### config.mk
export PLATFORM = sky130hd
export DESIGN_NAME = i2s_rx_sampler
export DESIGN_NICKNAME = d
export VERILOG_FILES = /design/src/rtl/i2s_rx_sampler.sv
export SDC_FILE = /design/constraint.sdc
export NUM_CORES = 1
export LEC_CHECK = 0
export ABC_AREA = 1
export CORE_MARGIN = 2
export CORE_UTILIZATION = 50
export DETAILED_ROUTE_END_ITERATION = 16
export PLACE_DENSITY = 0.8
export SLEW_MARGIN = 20
export SYNTH_ARGS = -nofsm -noshare
export SYNTH_HDL_FRONTEND = slang
export SYNTH_SLANG_ARGS = --single-unit
### constraint.sdc
create_clock -name clk -period 3.7 [get_ports clk]
set_input_delay 0.925 -clock clk [delete_from_list [all_inputs] [get_ports clk]]
set_output_delay 0.925 -clock clk [all_outputs]
set_load 0.005 [all_outputs]
### src/rtl/i2s_rx_sampler.sv
// I2S receiver front end: synchronises the bit-clock domain into clk, captures one
// channel MSB-first and presents it as a DATA_SIZE-bit word with a one-cycle strobe.
module i2s_rx_sampler #(
    parameter int DATA_SIZE = 24,
    parameter bit CHANNEL   = 1'b0
) (
    input  logic                 clk,
    input  logic                 reset,
    input  logic                 i2s_bclk,
    input  logic                 i2s_lrclk,
    input  logic                 i2s_sdata,
    output logic [DATA_SIZE-1:0] data_out,
    output logic                 sample_trig,
    output logic                 frame_err
);

    localparam int CW = (DATA_SIZE > 1) ? $clog2(DATA_SIZE) : 1;
    localparam logic [CW-1:0] LAST_BIT = CW'(DATA_SIZE - 1);

    typedef enum logic [1:0] {
        ST_IDLE,
        ST_WAIT,
        ST_SHIFT
    } state_t;

    logic [1:0] bclk_sync_q, lrclk_sync_q, sdata_sync_q;
    logic       bclk_d_q;
    logic       bclk_s, lrclk_s, sdata_s;
    logic       be, lr_edge;

    state_t               state_q, state_d;
    logic                 lrclk_p_q, lrclk_p_d;
    logic [CW-1:0]        count_q, count_d;
    // Holds every bit except the LSB; the LSB goes straight into data_out.
    logic [DATA_SIZE-2:0] shift_q, shift_d;
    logic [DATA_SIZE-1:0] data_q, data_d;
    logic                 trig_q, trig_d;
    logic                 err_q, err_d;

    assign bclk_s  = bclk_sync_q[1];
    assign lrclk_s = lrclk_sync_q[1];
    assign sdata_s = sdata_sync_q[1];
    assign be      = bclk_s & ~bclk_d_q;
    assign lr_edge = (lrclk_s != lrclk_p_q);

    // NOTE: sequential state uses non-blocking assignments so every register
    // samples pre-edge values, independent of statement order.
    always_ff @(posedge clk or negedge reset) begin
        if (!reset) begin
            bclk_sync_q  <= '0;
            lrclk_sync_q <= '0;
            sdata_sync_q <= '0;
            bclk_d_q     <= 1'b0;
        end else begin
            bclk_sync_q  <= {bclk_sync_q[0], i2s_bclk};
            lrclk_sync_q <= {lrclk_sync_q[0], i2s_lrclk};
            sdata_sync_q <= {sdata_sync_q[0], i2s_sdata};
            bclk_d_q     <= bclk_s;
        end
    end

    always_ff @(posedge clk or negedge reset) begin
        if (!reset) begin
            state_q   <= ST_IDLE;
            lrclk_p_q <= 1'b0;
            count_q   <= '0;
            shift_q   <= '0;
            data_q    <= '0;
            trig_q    <= 1'b0;
            err_q     <= 1'b0;
        end else begin
            state_q   <= state_d;
            lrclk_p_q <= lrclk_p_d;
            count_q   <= count_d;
            shift_q   <= shift_d;
            data_q    <= data_d;
            trig_q    <= trig_d;
            err_q     <= err_d;
        end
    end

    // NOTE: every variable gets a default first so no path through the
    // block leaves one unassigned, which would infer a latch.
    always_comb begin
        state_d   = state_q;
        lrclk_p_d = lrclk_p_q;
        count_d   = count_q;
        shift_d   = shift_q;
        data_d    = data_q;
        trig_d    = 1'b0;
        err_d     = 1'b0;

        if (be) begin
            lrclk_p_d = lrclk_s;
            unique case (state_q)
                ST_IDLE: state_d = ST_WAIT;
                // The bit on the word-select edge is the previous slot's LSB.
                ST_WAIT: begin
                    if (lr_edge && (lrclk_s == CHANNEL)) begin
                        state_d = ST_SHIFT;
                        count_d = '0;
                    end
                end
                ST_SHIFT: begin
                    if (lr_edge) begin
                        err_d   = 1'b1;
                        count_d = '0;
                        if (lrclk_s != CHANNEL) begin
                            state_d = ST_WAIT;
                        end
                    end else begin
                        shift_d = {shift_q[DATA_SIZE-3:0], sdata_s};
                        count_d = count_q + CW'(1);
                        if (count_q == LAST_BIT) begin
                            data_d  = {shift_q, sdata_s};
                            trig_d  = 1'b1;
                            state_d = ST_WAIT;
                        end
                    end
                end
                default: state_d = ST_IDLE;
            endcase
        end
    end

    assign data_out    = data_q;
    assign sample_trig = trig_q;
    assign frame_err   = err_q;

endmodule

==> results of run 1 <==
[flip-flops by register name, indices dropped and copies added, names as in the netlist]
signal and cells:
state_q 2, sdata_sync_q 2, bclk_sync_q 2, bclk_d_q 1, shift_q 23, lrclk_sync_q 2
sample_trig 1, data_out 24, count_q 5, frame_err 1, lrclk_p_q 1
[final cells by class]
type / instances / area (um2) / area share [%]
clock inverter: 2 / 35.0 / 1.14
timing repair buffer: 33 / 318 / 10.4
inverter: 32 / 120 / 3.92
clock buffer: 14 / 183 / 5.97
tap: 67 / 83.8 / 2.74
sequential: 64 / 1600 / 52.3
multi-input combinational: 146 / 719 / 23.5
[worst max-delay path: stages, from the launching register on]
cell and delay [ns]:
sky130_fd_sc_hd__dfrtp_1 0.39, sky130_fd_sc_hd__ha_1 0.35, sky130_fd_sc_hd__nand2_1 0.09, sky130_fd_sc_hd__nor2_2 0.09, sky130_fd_sc_hd__buf_4 0.36, sky130_fd_sc_hd__nand2_2 0.62
sky130_fd_sc_hd__inv_1 0.29, sky130_fd_sc_hd__nand2_1 0.08, sky130_fd_sc_hd__nand2_1 0.06
[cells in the mapped netlist (all sizes together)]
cell type | count | share of area, %
a21oi | 1 | 0.20
buf | 8 | 2.8
clkbuf | 2 | 0.30
dfrtp | 64 | 64
ha | 2 | 0.99
inv | 32 | 4.8
nand2 | 70 | 11
nand3 | 7 | 1.4
nand3b | 1 | 0.30
nand4 | 3 | 0.74
nor2 | 10 | 1.8
nor3 | 1 | 0.20
o21ai | 49 | 12
or2 | 1 | 0.25
xor2 | 1 | 0.35
[path summary, 6_finish.rpt]
| path | start | end | slack (ns) | cells after the start |
|---|---|---|---|---|
| max | lrclk_p_q$_DFFE_PN0P_ | data_out[23]$_DFFE_PN0P_ | 1.27 | 8 |
| max in group asynchronous | reset | shift_q[5]$_DFFE_PN0P_ | 2.36 | 2 |
| min reg2reg | bclk_sync_q[0]$_DFF_PN0_ | bclk_sync_q[1]$_DFF_PN0_ | 0.35 | 0 |
| max reg2reg | lrclk_p_q$_DFFE_PN0P_ | data_out[23]$_DFFE_PN0P_ | 1.27 | 8 |
| min | bclk_sync_q[0]$_DFF_PN0_ | bclk_sync_q[1]$_DFF_PN0_ | 0.35 | 0 |
| min in group asynchronous | reset | data_out[11]$_DFFE_PN0P_ | 0.63 | 1 |
[layer usage]
metal | share of wire (%) | wire, um
met1 | 45 | 1990
met4 | 1.8 | 79
met2 | 49 | 2180
met5 | 0 | 0
met3 | 4.8 | 216
[power groups by stage]
stage	clock, uW	combinational, uW	sequential (uW)
2_1_floorplan	0	88.7	772
3_3_place_gp	0	120	777
3_5_place_dp	0	126	779
4_1_cts	645	129	768
5_1_grt	679	146	772
6_report	639	128	768
[cell families (layout without fill, tap and decap cells)]
group                      Yosys count  in the layout  synth area share, %
AOI/OAI and AO/OA                   50             50                 12.0
xor gates and xnor gates             1              1                0.348
adders and majority gates            2              2                0.993
buffers and inverters               42             81                 7.89
DFF                                 64             64                 63.6
and+or+nand+nor                     93             93                 15.2
[metrics by stage]
stage               hold WS [ns]  cells
floorplan                  0.331    252
global placement           0.333    342
detailed placement         0.340    342
CTS                        0.356    358
global route               0.361    358
finish                     0.353    358
==> results_dict.tcl, run 1 <==
set metrics [dict create \
    run_status "finished, final reports clean" \
    drc 0 \
    unrepaired_setup_endpoints_after_global_routing "no" \
    timing.fmax_mhz 412 \
    path_class "reg2reg" \
    critical_path_arrival_ns 2.69 \
    grt_util_met1_pct 23.5 \
    drt_first_pass_iters 4 \
    placedInstanceArea_mm2 0.00284 \
    routed_via_density 4.85 \
    synth.avg_cell_area_um2 10.0 \
    post_cts_buffers 0 \
    fp-row-count 25 \
    num_antenna_cells 0 \
    setup_viol 0 \
    finalPower_uw 1540 \
    crit_path_start_kind "register" \
    finalHoldViolations 0 \
    cell_internal_pwr_uw 1160 \
    drt-wirelength-per-cell_um 12.5 \
    top_usage_layer "met2" \
    routabilityCongestion 0.837 \
    dieArea_mm2 0.00562 \
    dr_total_vias 1737 \
    cts.hold.buffers_added 0 \
    timing.critical_path.fanout_max 47 \
    grt_pass1_vias 1710 \
    finalWirelength_um 4470 \
    use_met2_pct 28.6 \
    num_io_pins 31 \
    grt-ovfl-total 0 \
    mostFrequentLayoutCells "sky130_fd_sc_hd__nand2_1, sky130_fd_sc_hd__dfrtp_1, sky130_fd_sc_hd__inv_1, sky130_fd_sc_hd__clkdlybuf4s50_1, sky130_fd_sc_hd__o21ai_0" \
    ratio_of_cells_with_drive_above_1_in_the_final_layout_pct 13.4 \
    use_met3_pct 7.23 \
    synthCells 252 \
    num-nets-final 293 \
    seqPwrFrac_pct 50.0 \
    maxCapViolCount 0 \
    start_util_pct 52.7 \
    drtIter0Drc 116 \
    numCtsBuffers 9 \
    final_core_util_pct 63.9 \
    timing.max_slew.rel_slack_pct 36.8 \
    synth_area_mm2 0.00252 \
    design_area_mm2 0.00306 \
    largest_net_degree_at_the_start_of_global_routing 48 \
    ant_nets 0 \
    vdd_ir_drop_max_uv 282 \
    grt_usage_pct 18.6 \
    net_count_after_synthesis 259 \
    cp-end-kind "register" \
    final.fill_count 374 \
    final_min_period_over_clock_period_pct 65.6 \
    maximum_root_to_sink_buffer_count 2 \
    clock_sink_count 64 \
    die_height_um 75.0 \
    cts_max_level 3 \
    power.net_switching_uw 373 \
    number_of_antenna_violations_at_the_first_check_in_global_routing 0 \
    dp_hpwl_um 2900 \
    clk-insertion-delay-late_ns 0.33 \
    p_leak_uw 0.00138 \
    ys_seq_elements 64 \
    finalSetupTns_ns 0 \
    finalClockSkew_ns 0.00519 \
    fp.dieW_um 75.0 \
    most_common_library_cell_in_the_layout_ignoring_fill_and_taps "sky130_fd_sc_hd__nand2_1" \
    clk_root_buffer_cell "sky130_fd_sc_hd__clkbuf_8" \
    tritoncts_clock_tree "built" \
    layout-area-overhead-vs-synth_pct 21.5 \
    power.share.switching_pct 24.3 \
    timing.final.crit_period_ns 2.43 \
    core_region_area_mm2 0.00479 \
    yosysSeqAreaShare_pct 63.6 \
    port-buffer-count 30 \
    power.combinational.fraction_pct 8.3 \
    power.density_cell_area_mw_per_mm2 502 \
    timing_max_transition_violations_final 0 \
    clk_pin_slew_worst_setup_hold_paths_ns 0.07 \
    number_of_resized_instances_in_the_post_cts_repair_step 0 \
    critical_path_required_ns 3.97 \
    post_synth_num_cell_types 21 \
    yosysWarningCount 0 \
    fin_ws_ns 1.27 \
    first_pass_grt_wire_length_um 7560 \
    dp_worst_setup_slack_ns 1.30 \
    hold_path_class "reg2reg" \
    share_clk_of_total_power_pct 41.6 \
    worst_pin_slew_ns 0.945 \
]
(Power assumes the default switching activity.)
==> inputs of run 2 (changes only) <==
Clock period 3.7 ns to 2.25 ns, I/O delays scaled along.
==> run 2 against run 1 <==
Routed wire length fell by 0.96%. Core utilization fell by 0.21 points. Sequential power rose by 64%. Register-to-register slack got worse by 0.75 ns. Sequential cell count did not move. Sequential share of layout area rose by 0.17 points. Clock skew fell by 0.00058 ns. Total power rose by 52%. Via count fell by 1.2%.
==> results_dict.tcl, run 2 (same netlist as run 1, synthesis figures left out) <==
set metrics [dict create \
    drc 0 \
    layout-area-overhead-vs-synth_pct 21.1 \
    setup.reg_to_reg.worst_slack_ns 0.52 \
    port-buffer-count 30 \
    largest_net_degree_at_the_start_of_global_routing 47 \
    ant_nets 0 \
    finalClockSkew_ns 0.00461 \
    post_cts_buffers 0 \
    num_antenna_cells 0 \
    maxCapViolCount 0 \
    number_of_resized_instances_in_the_post_cts_repair_step 0 \
    tritoncts_clock_tree "built" \
    hold_path_class "in2async" \
    mostFrequentLayoutCells "sky130_fd_sc_hd__nand2_1, sky130_fd_sc_hd__dfrtp_1, sky130_fd_sc_hd__inv_1, sky130_fd_sc_hd__clkdlybuf4s50_1, sky130_fd_sc_hd__o21ai_0" \
    first_pass_grt_wire_length_um 7500 \
    cp-end-kind "primary output" \
    ratio_of_cells_with_drive_above_1_in_the_final_layout_pct 13.4 \
    crit_path_start_kind "register" \
    largest_register_ffs 24 \
    timing.critical_path.cells "clkdlybuf4s50_1" \
    grt_pass1_vias 1657 \
    start_util_pct 52.7 \
    routabilityCongestion 0.856 \
    timing.critical_path.buf_inv 1 \
    routed_via_density 4.78 \
    numCtsBuffers 9 \
    dp_worst_setup_slack_ns 0.541 \
    power.density_cell_area_mw_per_mm2 764 \
    fp.dieW_um 75.0 \
    drt_first_pass_iters 4 \
    finalWirelength_um 4420 \
    p_leak_uw 0.00137 \
    run_status "finished, final reports clean" \
    number_of_antenna_violations_at_the_first_check_in_global_routing 0 \
    num_io_pins 31 \
    cp_slowest_stage_delay_ns 0.53 \
    finalHoldViolations 0 \
    clk_pin_slew_worst_setup_hold_paths_ns 0.06 \
    timing_max_transition_violations_final 0 \
    core_region_area_mm2 0.00479 \
    maximum_root_to_sink_buffer_count 2 \
    grt-ovfl-total 0 \
    vdd_ir_drop_max_uv 427 \
    clk_root_buffer_cell "sky130_fd_sc_hd__clkbuf_8" \
    critical_path_arrival_ns 1.22 \
    fin_ws_ns 0.464 \
    timing.max_slew.rel_slack_pct 55.4 \
    clk-insertion-delay-late_ns 0.33 \
    setup_viol 0 \
    most_common_library_cell_in_the_layout_ignoring_fill_and_taps "sky130_fd_sc_hd__nand2_1" \
    cts.hold.buffers_added 0 \
    final.fill_count 369 \
    timing.final.crit_period_ns 1.79 \
    dieArea_mm2 0.00562 \
    fp-row-count 25 \
    slowest_stage "sky130_fd_sc_hd__clkdlybuf4s50_1" \
    drt-wirelength-per-cell_um 12.3 \
    die_height_um 75.0 \
    drtIter0Drc 97 \
    dr_total_vias 1717 \
    path_class "reg2out" \
    finalSetupTns_ns 0 \
    dp_hpwl_um 2960 \
    crit_path_max_delay_family "buffers and inverters" \
    timing.fmax_mhz 560 \
    cts_max_level 3 \
    timing.critical_path.fanout_max 2 \
    grt_usage_pct 18.5 \
    worst_pin_slew_ns 0.669 \
    num-nets-final 296 \
    critical_path_required_ns 1.69 \
    clock_sink_count 64 \
    final_min_period_over_clock_period_pct 79.4 \
    unrepaired_setup_endpoints_after_global_routing "no" \
]
[run 2: cell types whose count changed in the layout (fill, tap and decap cells not counted)]
| cell | change |
|---|---|
| sky130_fd_sc_hd__clkinv_2 | -1 |
| sky130_fd_sc_hd__clkbuf_1 | +1 |
| sky130_fd_sc_hd__buf_4 | +2 |
| sky130_fd_sc_hd__bufinv_16 | -1 |
| sky130_fd_sc_hd__buf_12 | +1 |
| sky130_fd_sc_hd__clkbuf_8 | -1 |
[run 2: final timing paths]
kind,startpoint,to,depth (start not counted)
min reg2reg,bclk_sync_q[0]$_DFF_PN0_,bclk_sync_q[1]$_DFF_PN0_,0
max,data_out[14]$_DFFE_PN0P_,data_out[14],1
max in group asynchronous,reset,lrclk_sync_q[0]$_DFF_PN0_,2
min,reset,data_out[12]$_DFFE_PN0P_,1
min in group clk,bclk_sync_q[0]$_DFF_PN0_,bclk_sync_q[1]$_DFF_PN0_,0
max reg2reg,lrclk_p_q$_DFFE_PN0P_,shift_q[22]$_DFFE_PN0P_,7
[run 2: layer usage]
layer / wire length (um) / global-route usage (%)
met5: 0 / 0
met4: 102 / 10.9
met3: 187 / 5.89
met2: 2120 / 27.2
met1: 2020 / 24.4
[run 2: cell type report]
| class | instances | area (um2) | share of cell area, % |
|---|---|---|---|
| sequential | 64 | 1600 | 52.5 |
| multi-input combinational | 146 | 719 | 23.6 |
| timing repair buffer | 36 | 353 | 11.6 |
| clock buffer | 14 | 173 | 5.66 |
| inverter | 32 | 120 | 3.94 |
| tap | 67 | 83.8 | 2.75 |
[run 2: metrics by stage]
| step | power, uW | cell area (um2) | instances | hold WS (ns) | utilization (%) |
|---|---|---|---|---|---|
| final | 2330 | 3050 | 359 | 0.268 | 63.7 |
| after global routing | 2440 | 3050 | 359 | 0.308 | 63.7 |
| after CTS | 2350 | 3050 | 359 | 0.281 | 63.7 |
| after detailed placement | 1490 | 2880 | 345 | 0.336 | 60.1 |
| after global placement | 1470 | 2880 | 345 | 0.333 | 60.1 |
| after floorplan | 1420 | 2520 | 252 | 0.267 | - |
[run 2: where the power goes]
group          switching, uW  total [uW]  leakage (uW)  internal, uW
sequential              47.0        1260      0.000871          1210
clock                    381         860     0.0000886           479
combinational            141         211      0.000414          70.3
total                    569        2330       0.00137          1760
